**src/rtl/cga_pixel_fetch_if.sv**
```systemverilog
// rtl/cga_pixel_fetch_if.sv - CRTC/VRAM/serializer signal bundle for the CGA pixel fetch stage
interface cga_pixel_fetch_if;
  logic        char_clk;
  logic        display_enable;
  logic        graphics_mode;
  logic [13:0] crtc_addr;
  logic [4:0]  row_addr;
  logic [18:0] pixel_addr;
  logic        pixel_read;
  logic [7:0]  pixel_data;
  logic        vram_busy;
  logic [7:0]  byte0;
  logic [7:0]  byte1;
  logic        fetch_valid;
  logic        blank;
  logic        overrun;

  // Environment side: CRTC timing, VRAM arbiter and downstream serializer
  modport master (
    output char_clk, display_enable, graphics_mode, crtc_addr, row_addr,
    output pixel_data, vram_busy,
    input  pixel_addr, pixel_read, byte0, byte1, fetch_valid, blank, overrun
  );

  // Fetch block side
  modport slave (
    input  char_clk, display_enable, graphics_mode, crtc_addr, row_addr,
    input  pixel_data, vram_busy,
    output pixel_addr, pixel_read, byte0, byte1, fetch_valid, blank, overrun
  );
endinterface

```
**src/rtl/cga_pixel_fetch.sv**
```systemverilog
// rtl/cga_pixel_fetch.sv - per-slot two-byte VRAM fetch for CGA text/graphics; CGA_SNOW_EN passes collided reads through as snow
module cga_pixel_fetch #(
  parameter logic [18:0] BASE_ADDR = 19'h18000,
  parameter int          MIN_SLOT  = 6
) (
  input logic             clk,
  input logic             reset_l,
  cga_pixel_fetch_if.slave bus
);

  localparam logic [2:0] ST_IDLE = 3'd0;
  localparam logic [2:0] ST_A0   = 3'd1;
  localparam logic [2:0] ST_A1   = 3'd2;
  localparam logic [2:0] ST_CAP  = 3'd3;
  localparam logic [2:0] ST_DONE = 3'd4;
  localparam logic [2:0] ST_BLK  = 3'd5;

  // A full fetch occupies five cycles; shorter slots could never complete
  if (MIN_SLOT < 5) begin : g_slot_shorter_than_fetch
  end

  logic [2:0]  r_state;
  logic [12:0] r_ma;
  logic        r_ra0;
  logic        r_gfx;
  logic [7:0]  r_hold0;
  logic [7:0]  r_byte0;
  logic [7:0]  r_byte1;
  logic        r_blank;
  logic        r_fetch_valid;
  logic        r_overrun;
  logic [7:0]  w_byte0;
  logic [7:0]  w_byte1;
  logic        w_b;
  logic        w_pixel_read;
  logic [18:0] w_pixel_addr;

  // Slot sequencer; output bytes/strobes are loaded on leaving CAP or BLK so they line up with DONE
  always_ff @(posedge clk or negedge reset_l) begin
    if (!reset_l) begin
      r_state       <= ST_IDLE;
      r_ma          <= '0;
      r_ra0         <= 1'b0;
      r_gfx         <= 1'b0;
      r_hold0       <= '0;
      r_byte0       <= '0;
      r_byte1       <= '0;
      r_blank       <= 1'b0;
      r_fetch_valid <= 1'b0;
      r_overrun     <= 1'b0;
    end else begin
      r_fetch_valid <= 1'b0;
      if (bus.char_clk && (r_state != ST_IDLE)) begin
        r_overrun <= 1'b1;
      end
      case (r_state)
        ST_IDLE: begin
          if (bus.char_clk) begin
            r_ma    <= bus.crtc_addr[12:0];
            r_ra0   <= bus.row_addr[0];
            r_gfx   <= bus.graphics_mode;
            r_state <= bus.display_enable ? ST_A0 : ST_BLK;
          end
        end
        ST_A0: r_state <= ST_A1;
        ST_A1: begin
          r_hold0 <= bus.pixel_data;
          r_state <= ST_CAP;
        end
        ST_CAP: begin
          r_byte0       <= w_byte0;
          r_byte1       <= w_byte1;
          r_blank       <= 1'b0;
          r_fetch_valid <= 1'b1;
          r_state       <= ST_DONE;
        end
        ST_DONE: r_state <= ST_IDLE;
        ST_BLK: begin
          r_byte0       <= '0;
          r_byte1       <= '0;
          r_blank       <= 1'b1;
          r_fetch_valid <= 1'b1;
          r_state       <= ST_IDLE;
        end
        default: r_state <= ST_IDLE;
      endcase
    end
  end

`ifdef CGA_SNOW_EN
  // Collided reads arrive as 8'hFF and are shown as-is
  assign w_byte0 = r_hold0;
  assign w_byte1 = bus.pixel_data;
`else
  logic       r_busy0;
  logic       r_busy1;
  logic [7:0] r_shadow0;
  logic [7:0] r_shadow1;

  // Track which byte read was pre-empted and keep the last clean copy of each byte
  always_ff @(posedge clk or negedge reset_l) begin
    if (!reset_l) begin
      r_busy0   <= 1'b0;
      r_busy1   <= 1'b0;
      r_shadow0 <= '0;
      r_shadow1 <= '0;
    end else begin
      if (r_state == ST_A0) begin
        r_busy0 <= bus.vram_busy;
      end
      if (r_state == ST_A1) begin
        r_busy1 <= bus.vram_busy;
      end
      if (r_state == ST_CAP) begin
        if (!r_busy0) begin
          r_shadow0 <= r_hold0;
        end
        if (!r_busy1) begin
          r_shadow1 <= bus.pixel_data;
        end
      end
    end
  end

  assign w_byte0 = r_busy0 ? r_shadow0 : r_hold0;
  assign w_byte1 = r_busy1 ? r_shadow1 : bus.pixel_data;
`endif

  // Address the current byte of the latched slot; MA bit 13 (text) and 13:12 (graphics) wrap inside the window
  always_comb begin
    w_b          = (r_state == ST_A1);
    w_pixel_read = 1'b0;
    w_pixel_addr = '0;
    if ((r_state == ST_A0) || (r_state == ST_A1)) begin
      w_pixel_read = 1'b1;
      if (r_gfx) begin
        w_pixel_addr = {BASE_ADDR[18:14], r_ra0, r_ma[11:0], w_b};
      end else begin
        w_pixel_addr = {BASE_ADDR[18:14], r_ma, w_b};
      end
    end
  end

  assign bus.pixel_read  = w_pixel_read;
  assign bus.pixel_addr  = w_pixel_addr;
  assign bus.byte0       = r_byte0;
  assign bus.byte1       = r_byte1;
  assign bus.blank       = r_blank;
  assign bus.fetch_valid = r_fetch_valid;
  assign bus.overrun     = r_overrun;

endmodule

```
**src/flat_wrapper.sv**
```systemverilog
// flat-port wrapper written by rule: the top's interface ports become plain ports
module cga_pixel_fetch_flat 
#(
  parameter logic [18:0] BASE_ADDR = 19'h18000,
  parameter int          MIN_SLOT  = 6
)
  (clk, reset_l, bus_char_clk, bus_display_enable, bus_graphics_mode, bus_crtc_addr, bus_row_addr, bus_pixel_data, bus_vram_busy, bus_pixel_addr, bus_pixel_read, bus_byte0, bus_byte1, bus_fetch_valid, bus_blank, bus_overrun);
  cga_pixel_fetch_if bus_i ();
  input logic clk;
  input logic reset_l;
  input wire logic [$bits(bus_i.char_clk)-1:0] bus_char_clk;
  input wire logic [$bits(bus_i.display_enable)-1:0] bus_display_enable;
  input wire logic [$bits(bus_i.graphics_mode)-1:0] bus_graphics_mode;
  input wire logic [$bits(bus_i.crtc_addr)-1:0] bus_crtc_addr;
  input wire logic [$bits(bus_i.row_addr)-1:0] bus_row_addr;
  input wire logic [$bits(bus_i.pixel_data)-1:0] bus_pixel_data;
  input wire logic [$bits(bus_i.vram_busy)-1:0] bus_vram_busy;
  output wire logic [$bits(bus_i.pixel_addr)-1:0] bus_pixel_addr;
  output wire logic [$bits(bus_i.pixel_read)-1:0] bus_pixel_read;
  output wire logic [$bits(bus_i.byte0)-1:0] bus_byte0;
  output wire logic [$bits(bus_i.byte1)-1:0] bus_byte1;
  output wire logic [$bits(bus_i.fetch_valid)-1:0] bus_fetch_valid;
  output wire logic [$bits(bus_i.blank)-1:0] bus_blank;
  output wire logic [$bits(bus_i.overrun)-1:0] bus_overrun;
  assign bus_i.char_clk = bus_char_clk;
  assign bus_i.display_enable = bus_display_enable;
  assign bus_i.graphics_mode = bus_graphics_mode;
  assign bus_i.crtc_addr = bus_crtc_addr;
  assign bus_i.row_addr = bus_row_addr;
  assign bus_i.pixel_data = bus_pixel_data;
  assign bus_i.vram_busy = bus_vram_busy;
  assign bus_pixel_addr = bus_i.pixel_addr;
  assign bus_pixel_read = bus_i.pixel_read;
  assign bus_byte0 = bus_i.byte0;
  assign bus_byte1 = bus_i.byte1;
  assign bus_fetch_valid = bus_i.fetch_valid;
  assign bus_blank = bus_i.blank;
  assign bus_overrun = bus_i.overrun;
  cga_pixel_fetch #(.BASE_ADDR(BASE_ADDR), .MIN_SLOT(MIN_SLOT)) u_core (.clk(clk), .reset_l(reset_l), .bus(bus_i));
endmodule
```
**config.mk**
```make
export PLATFORM = sky130hd
export DESIGN_NAME = cga_pixel_fetch_flat
export DESIGN_NICKNAME = d
export VERILOG_FILES = /design/src/rtl/cga_pixel_fetch_if.sv /design/src/rtl/cga_pixel_fetch.sv /design/src/flat_wrapper.sv
export SDC_FILE = /design/constraint.sdc
export NUM_CORES = 1
export LEC_CHECK = 0
export BUFFER_PORTS_ARGS = -buffer_cell sky130_fd_sc_hd__buf_4
export CORE_MARGIN = 3
export CORE_UTILIZATION = 40
export CTS_CLUSTER_SIZE = 40
export DETAILED_ROUTE_END_ITERATION = 8
export PLACE_DENSITY = 0.66
export RECOVER_POWER = 25
export SETUP_SLACK_MARGIN = 0.5
export SYNTH_ARGS = -nofsm -noshare
export SYNTH_HDL_FRONTEND = slang
export SYNTH_SLANG_ARGS = --single-unit
```
**constraint.sdc**
```tcl
create_clock -name clk -period 1.66 [get_ports clk]
set_input_delay 0.332 -clock clk [delete_from_list [all_inputs] [get_ports clk]]
set_output_delay 0.332 -clock clk [all_outputs]
set_load 0.005 [all_outputs]
```
---- Yosys cells after proc, flatten, opt, wreduce, memory -nomap -nowiden ----
Index checks and enable logic that the tools add are counted.
operators by class
  eq/ne operators ......................... 5
  multiplexer cells ....................... 12
  reduce and logical (&&, ||, !) cells .... 7
operators by type and width
  kind                                                                    number
  8-bit case mux with 2 select lines                                      2
  19-bit 2-to-1 mux                                                       1
  8-bit 2-to-1 mux                                                        2
  14-bit 2-to-1 mux                                                       1
  3-bit case mux with 4 select lines                                      1
  3-bit by 2-bit equality test with 1-bit output (second input constant)  2
  3-bit 2-to-1 mux                                                        2
  3-bit by 1-bit equality test with 1-bit output (second input constant)  1
  3-bit equality test (second input constant)                             1
  3-bit logical NOT                                                       1
  3-bit nonzero test                                                      1
  1-bit 2-to-1 mux                                                        2
  2-bit inequality test (second input constant)                           1
  1-bit case mux with 2 select lines                                      1
  2-bit AND reduction                                                     1
  2-bit nonzero test                                                      1
  2-bit OR reduction                                                      1
  1-bit logical AND                                                       1
  1-bit logical OR                                                        1
storage, ports and cells
  flip-flop bits (word level) ............. 63
  input bits .............................. 33
  output and inout bits ................... 39
  logic and storage cells ................. 38

---- Depth between registers and ports, before layout ----
  depth in word-level cells ............... 3
  gate-level depth with buffers ........... 5
  depth with buffers taken out ............ 3

---- Least setup slack after synthesis ----
Ideal clock, no wire load.
  path type ............................... reg2out
  start ................................... register u_core.r_state[0]
  end ..................................... output bus_pixel_addr[10]
  arrival time ............................ 1166 ps
  slack ................................... 162 ps
  stages on the path, launching flop included .. 6
  buffers on the path ..................... 2
  path through ............................ dfrtp_1 -> buf_6 -> xnor2_1 -> nor2_1 -> buf_2 -> and2_1
between the ends
  cells in the longest elaborated chain, start to end .. 3
  elaborated cells between the ends (all ways) .. 4
  those cells by class .................... eq/ne: 2; mux: 1; reduce/logical: 1
ends and longest elaborated chain
  item                                                                                                              RTL line                source
  start: declaration                                                                                                cga_pixel_fetch.sv:22   logic [2:0] r_state;
  start signal: assignment                                                                                          cga_pixel_fetch.sv:62   r_state <= bus.display_enable ? ST_A0 : ST_BLK;
  3-bit by 1-bit equality test with 1-bit output or 3-bit by 2-bit equality test with 1-bit output (tied branches)  cga_pixel_fetch.sv:134  if ((r_state == ST_A0) || (r_state == ST_A1)) begin
  1-bit logical OR *                                                                                                cga_pixel_fetch.sv:134
  19-bit 2-to-1 mux *                                                                                               cga_pixel_fetch.sv:134
  end: declaration                                                                                                  flat_wrapper.sv:18      output wire logic [$bits(bus_i.pixel_addr)-1:0] bus_pixel_addr;
Every way passes the cells marked *; elsewhere a longest branch is shown, timed or not.

---- Worst setup path after layout ----
  start ................................... register u_core.r_state[1]
  end ..................................... output bus_pixel_addr[5]
Same word-level chain as after synthesis.

==> impl_metrics.csv <==
group,metric,value,unit
outcome,status,"finished, violations left",
outcome,violations,"negative setup slack",
detailed_routing,drt-met1-wl,2866,um
power_and_ir_drop,pwr-share-comb,53.0,%
yosys,synth_compound_area_share,5.933,%
sta,fin_skew,0.008170,ns
placement,pre_cts_ws,0.08507,ns
power_and_ir_drop,vdd_drop_max,745.2,uV
hold_path,min-delay-start,"bus_crtc_addr[12]",
yosys,synth_warnings,0,
flow_run,maxCapViolCount,0,
placement,dpl.hpwl,3888,um
cells_and_area,seq_area,1580,um2
sta,worstMarginPinSlew,0.9618,ns
yosys,synthAdderAreaFrac,0,%
cts,cts_tree,"built",
power_and_ir_drop,p_sw,2.869,mW
grt,grt_max_degree,39,
power_and_ir_drop,clkPwrFrac,15.9,%
setup_path,cp.arrival,1.48,ns
power_and_ir_drop,switching_share,31.60,%
power_and_ir_drop,p_int,6.208,mW
yosys,synth_xor_area_share,0.6390,%
setup_path,worstRegToRegCells,8,
sta,max_clock_freq,0.5530,GHz
cells_and_area,final_nets,338,
cts,clk_latency,0.35,ns
grt,grt_antenna_before_repair,0,
floorplan,die_area,7883,um2
setup_path,r2r_start,"u_core.r_state[1]$_DFFE_PN0P_",
cts,htree_num_levels,3,
yosys,syn_area_per_cell,14.43,um2
grt,grt_pass1_vias,2067,
floorplan,fp-row-count,29,
yosys,synthMuxAreaShare,23.05,%
power_and_ir_drop,seq_power_share,31.1,%
detailed_routing,detail-route-antenna-nets,0,
floorplan,core,6495,um2
floorplan,initial_core_util,42.21,%
setup_path,cp.required,1.33,ns
yosys,postSynthCellCount,190,
yosys,synth_seq_cells,63,
detailed_routing,drt_iter0_markers,28,
power_and_ir_drop,total_power,9.077,mW
cells_and_area,diodes,0,
hold_path,hold_class,"input pin to register",
sta,slew_violations,0,
floorplan,die_h,88.79,um
power_and_ir_drop,leakage,2.101,nW
yosys,synth_area,2741,um2
yosys,synthDistinctLibCells,29,
detailed_routing,wl,6336,um
setup_path,cp_max_fo,15,
grt,grt_pass1_wl,10380,um
setup_path,setup.worst_path.class,"register to primary output",
detailed_routing,highest_layer,"met4",
cts,clock_path_buffers,2,
setup_path,startpoint_type,"register",
detailed_routing,wl_met2,3069,um
hold_path,hold_depth,2,
detailed_routing,drc_errors,0,
detailed_routing,viasPerCell,4.910,
yosys,ys_seq_area_share,57.51,%
cells_and_area,layout_commonest_cell,"buf_4",
yosys,synth_simple_gate_area_share,8.444,%
sta,hold_viol,0,
cells_and_area,nFillCells,481,
detailed_routing,first_pass_iters,4,
cts,cts.sink_count,63,
sta,fin_crit_sh,108.9,%
cells_and_area,layout-drive-gt1-share,65.48,%
cts,cts_buffers,9,
detailed_routing,vias,1900,
floorplan,die_x,88.79,um
cells_and_area,multi_input_area,1345,um2
sta,rsz0062_at_grt,"true",
sta,layout_min_cycle_time,1.808,ns
grt,gr-total-overflow,0,
yosys,synth_top_family_by_area,"multiplexers",
cells_and_area,fin_util,65.65,%
power_and_ir_drop,power_density,2129,nW/um2
cells_and_area,mostFrequentLayoutCells,"buf_4, dfrtp_1, mux2_4",
setup_path,end_kind,"primary output",
sta,setup_violations,49,
placement,place.gp.congestion,0.6887,
cts,clk_pin_slew,0.07,ns
setup_path,startpoint,"u_core.r_state[1]$_DFFE_PN0P_",
detailed_routing,routedWlPerCell,16.37,um
sta,worst_slack,-0.1483,ns
floorplan,io_pins,72,
cells_and_area,syn2layout_area_growth,55.55,%
cts,cts_root_buf,"clkbuf_8",
placement,place.port_buffers,63,
grt,gr-usage-all-layers,17.89,%
sta,slew_headroom,35.88,%
detailed_routing,dr_wl_met3,285,um
[worst paths after layout]
| kind | to | slack [ns] |
|---|---|---|
| hold reg to reg | u_core.bus.overrun$_DFFE_PN0P_ | 0.50 |
| setup / recovery | bus_pixel_addr[5] | -0.15 |
| setup reg to reg | u_core.r_ma[4]$_DFFE_PN0P_ | -0.13 |
| max in group asynchronous | u_core.r_ma[10]$_DFFE_PN0P_ | 0.25 |
| min in group asynchronous | u_core.r_ma[12]$_DFFE_PN0P_ | 0.67 |
| hold / removal | u_core.r_ma[12]$_DFFE_PN0P_ | 0.21 |
[cell type report]
class / instances / share of cell area (%)
clock buffers: 9 / 2.905
clock inverters: 7 / 2.054
inverters: 1 / 0.08803
multi-input cells: 113 / 31.54
flip-flops and latches: 63 / 37.06
well taps: 77 / 2.259
repair buffers: 117 / 24.09
[power by group through the flow]
| stage | Combinational [mW] | Clock (mW) | Sequential, mW |
|---|---|---|---|
| floorplan | 2.64 | 0 | 2.61 |
| global placement | 3.54 | 0 | 2.82 |
| detailed placement | 3.61 | 0 | 2.84 |
| CTS | 4.59 | 1.46 | 2.81 |
| global route | 5.16 | 1.55 | 2.93 |
| finish | 4.81 | 1.44 | 2.82 |
[cells in the mapped netlist (all sizes together)]
cell type	n	area share, %
nor3	3	0.96
nor2	6	2.0
o31ai	1	0.27
xnor2	1	0.32
or3	1	0.27
buf	14	4.0
clkbuf	1	0.14
inv	1	0.14
nand2b	3	0.96
o2bb2ai	16	5.1
conb	1	0.14
mux2i	17	6.2
o21ai	1	0.18
nand2	3	0.50
nand3b	1	0.73
nor3b	1	0.27
and2	12	2.7
dfrtp	63	58
xor2	1	0.32
a21oi	2	0.37
mux2	41	17
[timing repair]
item,in CTS,in global routing
endpoints found under the setup margin,95,106
resized for setup,57,9
cloned,1,0
hold buffers,1,0
setup buffers,28,7
pin swaps,8,4
hold endpoints to repair,35,0
[routing by layer]
layer,vias to the layer above,GRT usage (%)
li1,899,-
met1,951,22.87
met2,42,27.87
met3,8,5.587
met4,0,7.967
met5,-,0
[metrics by stage]
step,std cells,instance area [um2],setup TNS (ns),hold slack [ns]
after floorplan,192,2953,0,0.03641
after global placement,334,3515,0,0.3281
after detailed placement,334,3515,0,0.3301
after CTS,380,4179,-1.868,0.2026
after global routing,387,4264,-8.018,0.1943
final,387,4264,-4.205,0.2119
[critical path, stage by stage (launching register included)]
cell,delay [ns]
dfrtp_2,0.43
xnor2_2,0.19
nor2_1,0.07
buf_6,0.15
and2_1,0.16
buf_4,0.13
[state kept, by name, indices dropped and copies added, names as in the netlist]
signal / count
u_core.bus.blank: 1
u_core.bus.byte0: 8
u_core.bus.byte1: 8
u_core.bus.fetch_valid: 1
u_core.bus.overrun: 1
u_core.r_busy0: 1
u_core.r_busy1: 1
u_core.r_gfx: 1
u_core.r_hold0: 8
u_core.r_ma: 13
u_core.r_ra0: 1
u_core.r_shadow0: 8
u_core.r_shadow1: 8
u_core.r_state: 3
[cell families after synthesis]
logic type	count (synthesis)
buf+inv	16
mux	58
compound gates	20
flops	63
other cells	1
xor+xnor	2
simple gates	30
No activity file was read; power rests on OpenSTA's default activity.
